<file path="src/rtl/storage_arbiter_pkg.sv">
// Shared constants and types for the storage RAM arbiter.
package storage_arbiter_pkg;

  localparam int REQ_INPUT = 0;
  localparam int REQ_DISP  = 1;
  localparam int REQ_CALC  = 2;
  localparam int NUM_REQ   = 3;

  localparam logic [1:0] OWNER_NONE = 2'd3;

  // ARB: no owner, round-robin among valid requesters.
  // LOCKED: a single owner holds the RAM until it releases or the watchdog fires.
  typedef enum logic {
    ST_ARB    = 1'b0,
    ST_LOCKED = 1'b1
  } arb_state_t;

  // Fold an index in 0..2*NUM_REQ-1 back into 0..NUM_REQ-1.
  function automatic logic [1:0] wrap_idx(input int v);
    if (v >= NUM_REQ) begin
      return 2'(v - NUM_REQ);
    end
    return 2'(v);
  endfunction

  // Requester that follows r in round-robin order.
  function automatic logic [1:0] next_req(input logic [1:0] r);
    return wrap_idx(int'(r) + 1);
  endfunction

endpackage

</file>
<file path="src/rtl/storage_arbiter_rd_tag_pipe.sv">
// RD_LAT-deep {valid, id} shift register that tags read returns with the
// requester that issued them; clears asynchronously so in-flight reads vanish.
module rd_tag_pipe #(
  parameter int RD_LAT = 1,
  parameter int ID_W   = 2
) (
  input  logic            clk,
  input  logic            rst_n,
  input  logic            i_valid,
  input  logic [ID_W-1:0] i_id,
  output logic            o_valid,
  output logic [ID_W-1:0] o_id
);

  logic [RD_LAT-1:0] r_valid;
  logic [ID_W-1:0]   r_id [RD_LAT];

  // Shift the tag one stage per cycle; stage RD_LAT-1 lines up with RAM data.
  always_ff @(posedge clk or negedge rst_n) begin
    if (!rst_n) begin
      r_valid <= '0;
      for (int i = 0; i < RD_LAT; i++) begin
        r_id[i] <= '0;
      end
    end else begin
      r_valid[0] <= i_valid;
      r_id[0]    <= i_id;
      for (int i = 1; i < RD_LAT; i++) begin
        r_valid[i] <= r_valid[i-1];
        r_id[i]    <= r_id[i-1];
      end
    end
  end

  assign o_valid = r_valid[RD_LAT-1];
  assign o_id    = r_id[RD_LAT-1];

endmodule

</file>
<file path="src/rtl/storage_arbiter.sv">
// Round-robin arbiter for the shared single-port matrix storage RAM with an
// ownership lock for bursts, a lock watchdog and tagged read-data return.
//
// Handshake: request r is accepted on a rising edge where i_req_valid[r] and
// o_req_ready[r] are both high. o_req_ready is one-hot, combinational from the
// current valids and registered state, and a requester keeps
// valid/we/lock/addr/wdata stable until accepted.
module storage_arbiter
  import storage_arbiter_pkg::*;
#(
  parameter int ADDR_W   = 8,
  parameter int DATA_W   = 32,
  parameter int RD_LAT   = 1,
  parameter int LOCK_MAX = 1024
) (
  input  logic                  clk,
  input  logic                  rst_n,
  input  logic [2:0]            i_req_valid,
  input  logic [2:0]            i_req_we,
  input  logic [2:0]            i_req_lock,
  input  logic [3*ADDR_W-1:0]   i_req_addr,
  input  logic [3*DATA_W-1:0]   i_req_wdata,
  output logic [2:0]            o_req_ready,
  output logic [2:0]            o_rd_valid,
  output logic [DATA_W-1:0]     o_rd_data,
  output logic                  o_mem_we,
  output logic [ADDR_W-1:0]     o_mem_addr,
  output logic [DATA_W-1:0]     o_mem_wdata,
  input  logic [DATA_W-1:0]     i_mem_rdata,
  output logic [1:0]            o_owner,
  output logic                  o_lock_err
);

  localparam int WD_W = $clog2(LOCK_MAX) + 1;
  localparam logic [WD_W-1:0] WD_LAST = WD_W'(LOCK_MAX - 1);

  arb_state_t        r_state;
  logic [1:0]        r_owner;
  logic [1:0]        r_rr_ptr;
  logic [WD_W-1:0]   r_wd;
  logic [ADDR_W-1:0] r_last_addr;
  logic [DATA_W-1:0] r_last_wdata;

  logic [2:0]        w_grant;
  logic              w_found;
  logic [1:0]        w_scan;
  logic [1:0]        w_gnt_idx;
  logic              w_gnt_any;
  logic              w_gnt_we;
  logic              w_gnt_lock;
  logic [ADDR_W-1:0] w_gnt_addr;
  logic [DATA_W-1:0] w_gnt_wdata;
  logic              w_release;
  logic              w_wd_expire;
  logic              w_tag_valid;
  logic [1:0]        w_tag_id;

  // Grant: first valid at or after rr_ptr in ARB; only the owner in LOCKED.
  // Nothing is granted while reset is asserted.
  always_comb begin
    w_grant = '0;
    w_found = 1'b0;
    w_scan  = '0;
    if (rst_n) begin
      if (r_state == ST_ARB) begin
        for (int k = 0; k < NUM_REQ; k++) begin
          w_scan = wrap_idx(int'(r_rr_ptr) + k);
          if (!w_found && i_req_valid[w_scan]) begin
            w_grant[w_scan] = 1'b1;
            w_found         = 1'b1;
          end
        end
      end else if (i_req_valid[r_owner]) begin
        w_grant[r_owner] = 1'b1;
      end
    end
  end

  // Encode the one-hot grant into an index for slicing and tagging.
  always_comb begin
    w_gnt_idx = '0;
    for (int k = 0; k < NUM_REQ; k++) begin
      if (w_grant[k]) begin
        w_gnt_idx = 2'(k);
      end
    end
  end

  assign w_gnt_any   = |w_grant;
  assign w_gnt_we    = w_gnt_any & i_req_we[w_gnt_idx];
  assign w_gnt_lock  = w_gnt_any & i_req_lock[w_gnt_idx];
  assign w_gnt_addr  = i_req_addr[int'(w_gnt_idx)*ADDR_W +: ADDR_W];
  assign w_gnt_wdata = i_req_wdata[int'(w_gnt_idx)*DATA_W +: DATA_W];

  // An owner access without lock releases; the watchdog only fires when that
  // did not happen in its final cycle, so a simultaneous release is clean.
  assign w_release   = (r_state == ST_LOCKED) & w_gnt_any & ~w_gnt_lock;
  assign w_wd_expire = (r_state == ST_LOCKED) & (r_wd == WD_LAST) & ~w_release;

  // Arbitration FSM: state, owner, round-robin pointer and lock watchdog.
  always_ff @(posedge clk or negedge rst_n) begin
    if (!rst_n) begin
      r_state  <= ST_ARB;
      r_owner  <= OWNER_NONE;
      r_rr_ptr <= 2'd0;
      r_wd     <= '0;
    end else begin
      case (r_state)
        ST_ARB: begin
          if (w_gnt_any) begin
            r_rr_ptr <= next_req(w_gnt_idx);
            if (w_gnt_lock) begin
              r_state <= ST_LOCKED;
              r_owner <= w_gnt_idx;
              r_wd    <= '0;
            end
          end
        end
        ST_LOCKED: begin
          if (w_release || w_wd_expire) begin
            r_state  <= ST_ARB;
            r_owner  <= OWNER_NONE;
            r_rr_ptr <= next_req(r_owner);
            r_wd     <= '0;
          end else begin
            r_wd <= r_wd + 1'b1;
          end
        end
        default: begin
          r_state <= ST_ARB;
          r_owner <= OWNER_NONE;
        end
      endcase
    end
  end

  // Remember the last granted command so the RAM bus is quiet when idle.
  always_ff @(posedge clk or negedge rst_n) begin
    if (!rst_n) begin
      r_last_addr  <= '0;
      r_last_wdata <= '0;
    end else if (w_gnt_any) begin
      r_last_addr  <= w_gnt_addr;
      r_last_wdata <= w_gnt_wdata;
    end
  end

  assign o_req_ready = w_grant;
  assign o_mem_we    = w_gnt_we;
  assign o_mem_addr  = w_gnt_any ? w_gnt_addr : r_last_addr;
  assign o_mem_wdata = w_gnt_any ? w_gnt_wdata : r_last_wdata;
  assign o_owner     = r_owner;
  assign o_lock_err  = w_wd_expire;

  rd_tag_pipe #(
    .RD_LAT (RD_LAT),
    .ID_W   (2)
  ) u_rd_tag_pipe (
    .clk     (clk),
    .rst_n   (rst_n),
    .i_valid (w_gnt_any & ~w_gnt_we),
    .i_id    (w_gnt_idx),
    .o_valid (w_tag_valid),
    .o_id    (w_tag_id)
  );

  assign o_rd_valid = w_tag_valid ? (3'b001 << w_tag_id) : 3'b000;
  assign o_rd_data  = w_tag_valid ? i_mem_rdata : '0;

endmodule

</file>
<file path="config.mk">
export PLATFORM = sky130hd
export DESIGN_NAME = storage_arbiter
export DESIGN_NICKNAME = d
export VERILOG_FILES = /design/src/rtl/storage_arbiter_pkg.sv /design/src/rtl/storage_arbiter_rd_tag_pipe.sv /design/src/rtl/storage_arbiter.sv
export SDC_FILE = /design/constraint.sdc
export NUM_CORES = 1
export LEC_CHECK = 0
export ABC_AREA = 1
export BUFFER_PORTS_ARGS = -buffer_cell sky130_fd_sc_hd__buf_2
export CAP_MARGIN = 20
export CORE_MARGIN = 8
export CORE_UTILIZATION = 40
export CTS_CLUSTER_DIAMETER = 30
export CTS_CLUSTER_SIZE = 30
export DETAILED_ROUTE_END_ITERATION = 7
export GPL_ROUTABILITY_DRIVEN = 0
export PLACE_DENSITY = 0.82
export SYNTH_ARGS = -nofsm -noshare
export SYNTH_HDL_FRONTEND = slang
export SYNTH_SLANG_ARGS = --single-unit
</file>
<file path="constraint.sdc">
create_clock -name clk -period 2.8 [get_ports clk]
set_clock_uncertainty 0.1 [all_clocks]
set_input_delay 0.14 -clock clk [delete_from_list [all_inputs] [get_ports clk]]
set_output_delay 0.14 -clock clk [all_outputs]
set_load 0.01 [all_outputs]
</file>
# ---- After elaboration in Yosys (flattened, before gate mapping)
# Index checks and enable logic that the tools add are counted.
dict set report word_totals {
  regBits 59
  in_bits 163
  word_cells 153
}
dict set report classes {
  add_sub_neg 10
  order_cmp 14
  n_eq_ne 4
  shift 3
  n_mux 88
  n_bitwise 13
  n_reduce_logical 13
}
# cell n
set op_table {}
lappend op_table {{$shiftx A96 B8 Y32} 1}
lappend op_table {{$mux W32} 2}
lappend op_table {{$mux W2} 22}
lappend op_table {{$mux W1} 35}
lappend op_table {{$mux W11} 3}
lappend op_table {{$mux W3} 11}
lappend op_table {{$shiftx A24 B6 Y8} 1}
lappend op_table {{$pmux W11 S2} 1}
lappend op_table {{$lt A2 B3 Y1 const B} 5}
lappend op_table {{$bmux W1 S2} 6}
lappend op_table {{$ge A3 B2 Y1 const B} 4}
lappend op_table {{$add A11 B1 Y11 const B} 1}
lappend op_table {{$eq A11 B10 Y1 const B} 1}
lappend op_table {{$sub A2 B2 Y2 const B} 5}
lappend op_table {{$add A2 B1 Y3 const B} 3}
lappend op_table {{$demux W1 S2} 4}
lappend op_table {{$ge A2 B1 Y1 const B} 4}
lappend op_table {{$mux W8} 1}
lappend op_table {{$pmux W2 S2} 2}
lappend op_table {{$and A1 B1 Y1} 7}
lappend op_table {{$logic_and A1 B1 Y1} 6}
lappend op_table {{$or A3 B3 Y3} 2}
lappend op_table {{$ne A2 B2 Y1 const B} 2}
lappend op_table {{$not A1 Y1} 4}
lappend op_table {{other kinds (10)} 12}

# ---- Logic depth before layout (Yosys ltp)
dict set report logic_depth {
  depth_word 37
  mapped_depth 19
}

# ---- By module
# A second synthesis with hierarchy kept.
dict set report hier_totals {
  cells_unflattened 525
  area_unflattened_um2 3761.1
}
# module instances cells_per_inst area_per_inst_um2
set by_module_without_submodules {}
lappend by_module_without_submodules {storage_arbiter 1 522 3686.0}
lappend by_module_without_submodules {rd_tag_pipe 1 3 75.1}

# ---- Least setup slack after synthesis
# OpenSTA, ideal clock, no wires.
dict set report synth_path {
  path_kind {register to output}
  start {register r_rr_ptr[0]}
  end {output port o_mem_addr[3]}
  arrival_ps 2186
  required_ps 2560
  setup_slack_ps 374
  stages_incl_launch_ff 14
  n_path_buf 2
  cell_sequence {dfrtp_1 inv_1 ha_1 inv_2 nand2_1 nand3_1 nand2_1 nand3_1 nand4_1 nand2_1 nand3_4 buf_4 buf_2 a41oi_1}
}
dict set report synth_between {
  elab_chain_len 26
  elab_cells_between_ends 76
}
# item line
set synth_rtl {}
lappend synth_rtl {{from (decl)} storage_arbiter.sv:39} ;# logic [1:0] r_rr_ptr;
lappend synth_rtl {{from (signal assigned)} storage_arbiter.sv:111} ;# r_rr_ptr <= next_req(w_gnt_idx);
lappend synth_rtl {{from (signal assigned)} storage_arbiter.sv:123} ;# r_rr_ptr <= next_req(r_owner);
lappend synth_rtl {{branches (longest 19 deep; another with $add A2 B1 Y3)} n/a}
lappend synth_rtl {{$mux W3 *} storage_arbiter.sv:68} ;# if (!w_found && i_req_valid[w_scan]) begin
lappend synth_rtl {{$mux W3 *} storage_arbiter.sv:65} ;# if (r_state == ST_ARB) begin
lappend synth_rtl {{$mux W3 *} storage_arbiter.sv:64} ;# if (rst_n) begin
lappend synth_rtl {{$mux W1} storage_arbiter.sv:83} ;# if (w_grant[k]) begin
lappend synth_rtl {{$mux W2} storage_arbiter.sv:83}
lappend synth_rtl {{$shiftx A24 B6 Y8} storage_arbiter.sv:92} ;# assign w_gnt_addr = i_req_addr[int'(w_gnt_idx)*ADDR_W +: ADDR_W];
lappend synth_rtl {{$mux W8 *} n/a}
lappend synth_rtl {{to (decl)} storage_arbiter.sv:27} ;# output logic [ADDR_W-1:0] o_mem_addr,
# Every way passes the cells marked *. The select of a mux whose other input is x is not followed.

# ---- Final worst setup path
dict set report layout_path {
  start {register r_rr_ptr[1]}
  end {output port o_mem_wdata[17]}
}
dict set report layout_between {
  elab_chain_len 26
  elab_cells_between_ends 76
}
# item line
set layout_rtl {}
lappend layout_rtl {{branches (longest 19 deep; another with $add A2 B1 Y3)} n/a}
lappend layout_rtl {{$mux W3 *} storage_arbiter.sv:68}
lappend layout_rtl {{$mux W3 *} storage_arbiter.sv:65}
lappend layout_rtl {{$mux W3 *} storage_arbiter.sv:64}
lappend layout_rtl {{$mux W1} storage_arbiter.sv:83}
lappend layout_rtl {{$mux W2} storage_arbiter.sv:83}
lappend layout_rtl {{$shiftx A96 B8 Y32} storage_arbiter.sv:93} ;# assign w_gnt_wdata = i_req_wdata[int'(w_gnt_idx)*DATA_W +: DATA_W];
lappend layout_rtl {{$mux W32 *} n/a}
lappend layout_rtl {{to (decl)} storage_arbiter.sv:28} ;# output logic [DATA_W-1:0] o_mem_wdata,
# Marks and branches as above.

==> metrics list <==
* Outcome: finished with violations
- The final reports fail on setup timing.
* GRT Residual Overflow: 0
* Met2 routed wirelength: 8900 um
* Distinct cell type count after synthesis: 35
* Synthesis Warnings: 0
* Terminating pin of the worst hold path: r_last_wdata[12]
- STA puts the critical path data arrival time at 2760 ps.
* Power Density: 1410 mW/mm2
* Cell area after technology mapping: 0.00377 mm2
- Worst reg2reg path endpoint: r_last_wdata[17]
* Synthesized netlist net count: 692
* CTS Root Cell: sky130_fd_sc_hd__clkbuf_8
- The floorplan step defined a die boundary enclosing 0.0128 mm2.
- STA classifies the critical path startpoint as a flop.
- The detailed router finished its first iteration with 341 violations.
- Timing analysis after detailed placement gives a worst setup slack of 50.5 ps.
- Setup violations remaining at the end of the flow were counted as 39.
* Wire length after detailed routing: 17100 um
* Final hold violation count: 0
- Deepest level of the CTS H-tree: 3
- Worst slew margin relative to its limit: 43.8%
- The startpoint identified for the worst hold timing path is i_req_wdata[44].
- Detailed-routed wire length on met3: 1500 um
- Maximum root-to-sink buffer count: 2
* Die Span Y: 113 um
- Core Box Area: 0.00920 mm2
- Max Clock Freq: 333 MHz
- Of all cell types, the one taking the most synthesized area is sky130_fd_sc_hd__dfrtp_1.
* Final Hold Slack: 8.67 ps
* Final min period: 3000 ps
- The number of global-route vias before repair is 4775.
- CTS clock-pin slew for the worst setup and hold paths: 60 ps
- Post-synthesis area per instance: 7.24 um2
- Critical register-to-register path startpoint: r_rr_ptr[1]
* Antenna-violating nets left: 0
- Maximum number of pins on one net before global-route repair: 34
* R2R depth: 17
* Leakage component of the power: 0.00355 uW
* Worst-Skew Late Latency: 330 ps
- Once routing completed, OpenROAD measured the worst setup slack at -203 ps.
- Once placement finished, the instance area stood at 0.00516 mm2.
- Number of maximum-capacitance constraint violations: 0
- First-pass GRT wire length: 22600 um
* Routed met1 length: 6110 um
- Ys flop type: sky130_fd_sc_hd__dfrtp_1
- Unrepaired setup endpoints after global routing: yes
* Floorplan die width: 113 um
* Biggest area contributors in the synthesized netlist: sky130_fd_sc_hd__dfrtp_1, sky130_fd_sc_hd__nand2_1, sky130_fd_sc_hd__o21ai_0
* Average wire length per cell after detail routing: 18.0 um
- During I/O placement, the number of pins put on the boundary was 245.
- Number of pins with negative max-slew slack in the final report: 0
- Reg2reg setup slack: 70 ps
- Count of nets after finishing: 1008
* Number of synthesized register bits: 59
* Hold Crit Depth: 3
* Worst vdd ir: 949 uV
- Mean number of vias per cell: 5.27
- After synthesis, the share of flip-flops with an asynchronous set or reset is 100%.
- Area growth, synth to finish: 75.0%
- EDFF count, synth: 0
- CP required: 2560 ps
- In the routed design, unresolved DRC markers number 0.
- Part of the Yosys area used for sequential elements: 39.2%
- DRT Pass-1 Iters: 5
* CTS sink count: 59
- DR vias: 5024
* Number of core rows: 35
- Global routing consumed, over all layers together, 21.7% of the routing resources.
- Summed over all nets, the half-perimeter wirelength after detailed placement is 10500 um.
- The initial antenna violation count is 0.
* Final cell area excluding filler cells: 0.00660 mm2
- In the final layout, the share of cells above drive strength 1 is 48.6%.
* Clock tree from TritonCTS: yes
* Worst Hold Class: in2reg
- Filler Cell Count: 681
* Class of the most critical setup path: reg2out
- Port buffer count: 244
- The highest metal layer carrying signal wires in the routed design is met4.
- The final critical path takes up 107% of the cycle.
- Sum of internal, switching and leakage power: 9310 uW
* Kind of capture point of the worst setup path: output pin
- Number of antenna cells inserted: 0
- Initial Utilization: 41.0%
- Number of cells produced by synthesis: 521
* Worst Path Max Fanout: 6
- The number of clock buffers added by TritonCTS is 9.
- Top-area cell type share of the netlist area: 37.8%
* Slew at the pin closest to its max-slew limit: 844 ps
==> layout make-up <==
cell class / instances / area (um2) / share of cell area, %
clock buffer: 14 / 163 / 2.46
clock inverter: 2 / 10.0 / 0.152
multi-input combinational: 380 / 2400 / 36.4
timing repair inverter: 1 / 7.51 / 0.114
sequential: 59 / 1480 / 22.4
inverter: 57 / 233 / 3.52
timing repair buffer: 329 / 2170 / 32.9
tap: 111 / 139 / 2.10
==> worst max-delay path, stage by stage, from the launching register on <==
cell,delay (ps)
sky130_fd_sc_hd__dfrtp_2,450
sky130_fd_sc_hd__ha_4,320
sky130_fd_sc_hd__inv_4,50
sky130_fd_sc_hd__nand2_1,70
sky130_fd_sc_hd__nand3_2,80
sky130_fd_sc_hd__nand2_4,80
sky130_fd_sc_hd__nand2_2,60
sky130_fd_sc_hd__nand2_2,60
sky130_fd_sc_hd__nand2_2,80
sky130_fd_sc_hd__nand3_4,100
sky130_fd_sc_hd__nand3_4,150
sky130_fd_sc_hd__nor2_4,170
sky130_fd_sc_hd__buf_12,140
sky130_fd_sc_hd__clkbuf_16,160
sky130_fd_sc_hd__nand2_2,60
sky130_fd_sc_hd__a31oi_2,220
sky130_fd_sc_hd__buf_2,180
==> worst max path at each step <==
stage / slack (ps) / cells past startpoint / start / to
5_1_grt: -370 / 17 / r_rr_ptr[1] / o_mem_wdata[17]
3_3_place_gp: 160 / 17 / r_rr_ptr[0] / o_mem_addr[0]
3_5_place_dp: 50 / 16 / r_rr_ptr[0] / o_mem_wdata[28]
2_1_floorplan: 370 / 13 / r_rr_ptr[0] / o_mem_addr[3]
4_1_cts: -40 / 15 / r_rr_ptr[1] / o_mem_wdata[23]
6_report: -200 / 16 / r_rr_ptr[1] / o_mem_wdata[17]
==> routing by layer <==
layer	vias up	GRT usage [%]
met1	2324	23.1
met2	303	38.8
met5	-	0
met3	61	7.67
met4	0	7.82
li1	2336	-
==> cell usage in the layout, fill, tap and decap left out, types with 3 or more instances in the layout <==
cell,Yosys,layout
sky130_fd_sc_hd__buf_2,14,237
sky130_fd_sc_hd__nand2_1,172,147
sky130_fd_sc_hd__dfrtp_1,57,56
sky130_fd_sc_hd__inv_1,51,48
sky130_fd_sc_hd__nor2_1,41,41
sky130_fd_sc_hd__buf_4,3,39
sky130_fd_sc_hd__o21ai_0,40,31
sky130_fd_sc_hd__nand2_2,5,25
sky130_fd_sc_hd__dlygate4sd3_1,0,22
sky130_fd_sc_hd__nand3_1,20,19
sky130_fd_sc_hd__a41oi_2,0,13
sky130_fd_sc_hd__buf_6,0,12
sky130_fd_sc_hd__clkbuf_8,0,11
sky130_fd_sc_hd__o21ai_1,5,10
sky130_fd_sc_hd__dlymetal6s4s_1,0,9
sky130_fd_sc_hd__nand2_4,3,8
sky130_fd_sc_hd__nand4_1,8,8
sky130_fd_sc_hd__a31oi_4,0,7
sky130_fd_sc_hd__o22ai_1,9,7
sky130_fd_sc_hd__a31oi_2,0,6
sky130_fd_sc_hd__a31oi_1,19,6
sky130_fd_sc_hd__xor2_1,6,6
sky130_fd_sc_hd__buf_12,1,6
sky130_fd_sc_hd__nand3_4,3,5
sky130_fd_sc_hd__ha_1,8,5
sky130_fd_sc_hd__nand3_2,4,4
sky130_fd_sc_hd__nand3b_1,4,4
sky130_fd_sc_hd__nor3_1,4,4
sky130_fd_sc_hd__o21ai_2,1,4
sky130_fd_sc_hd__inv_2,4,3
sky130_fd_sc_hd__a21oi_1,4,3
sky130_fd_sc_hd__ha_4,0,3
sky130_fd_sc_hd__clkbuf_1,9,3
sky130_fd_sc_hd__clkbuf_16,0,3
==> cells by family (layout without fill, tap and decap cells) <==
group	count (synthesis)	count (layout)	synth area share (%)
and+or+nand+nor	269	271	31.9
AOI/OAI and AO/OA	93	93	14.8
DFF	59	59	39.2
adders and majority gates	8	8	2.65
buffers and inverters	84	403	9.62
xor gates and xnor gates	8	8	1.86
==> cells in the mapped netlist, types with 9 or more instances <==
library cell / instances
sky130_fd_sc_hd__inv_1: 51
sky130_fd_sc_hd__nor2_1: 41
sky130_fd_sc_hd__nand2_1: 172
sky130_fd_sc_hd__o22ai_1: 9
sky130_fd_sc_hd__clkbuf_1: 9
sky130_fd_sc_hd__o21ai_0: 40
sky130_fd_sc_hd__dfrtp_1: 57
sky130_fd_sc_hd__buf_2: 14
sky130_fd_sc_hd__nand3_1: 20
sky130_fd_sc_hd__a31oi_1: 19
sky130_fd_sc_hd__a41oi_1: 13
==> state kept, by name, summed over array words and instances, names as in the netlist <==
name                   count
r_wd                      11
r_last_wdata              32
o_owner                    2
u_rd_tag_pipe.o_valid      1
r_rr_ptr                   2
r_last_addr                8
u_rd_tag_pipe.o_id         2
r_state                    1
==> repair_timing <==
| item | CTS | global route |
|---|---|---|
| buffers inserted | 7 | 26 |
| resized for setup | 34 | 94 |
| endpoints found under the setup margin | 42 | 53 |
| hold buffers | 31 | 0 |
| hold endpoints to repair | 78 | 0 |
| cloned | 2 | 7 |
| pin swaps | 4 | 43 |
==> report_power, final <==
part / switching, uW / total, uW / leakage [uW] / internal [uW]
Sequential: 228 / 1510 / 0.000712 / 1280
Combinational: 3860 / 7100 / 0.00274 / 3230
Clock: 335 / 703 / 0.0000905 / 368
Total: 4430 / 9310 / 0.00355 / 4880
==> metrics by stage <==
| step | setup TNS (ps) | util, % | std cells |
|---|---|---|---|
| 2_1_floorplan | 0 | - | 521 |
| 3_3_place_gp | 0 | 56.1 | 865 |
| 3_5_place_dp | 0 | 56.1 | 865 |
| 4_1_cts | -321 | 64.0 | 921 |
| 5_1_grt | -11760 | 71.8 | 953 |
| 6_report | -4220 | 71.8 | 953 |
Note: power is estimated with default switching activity, not from simulation.
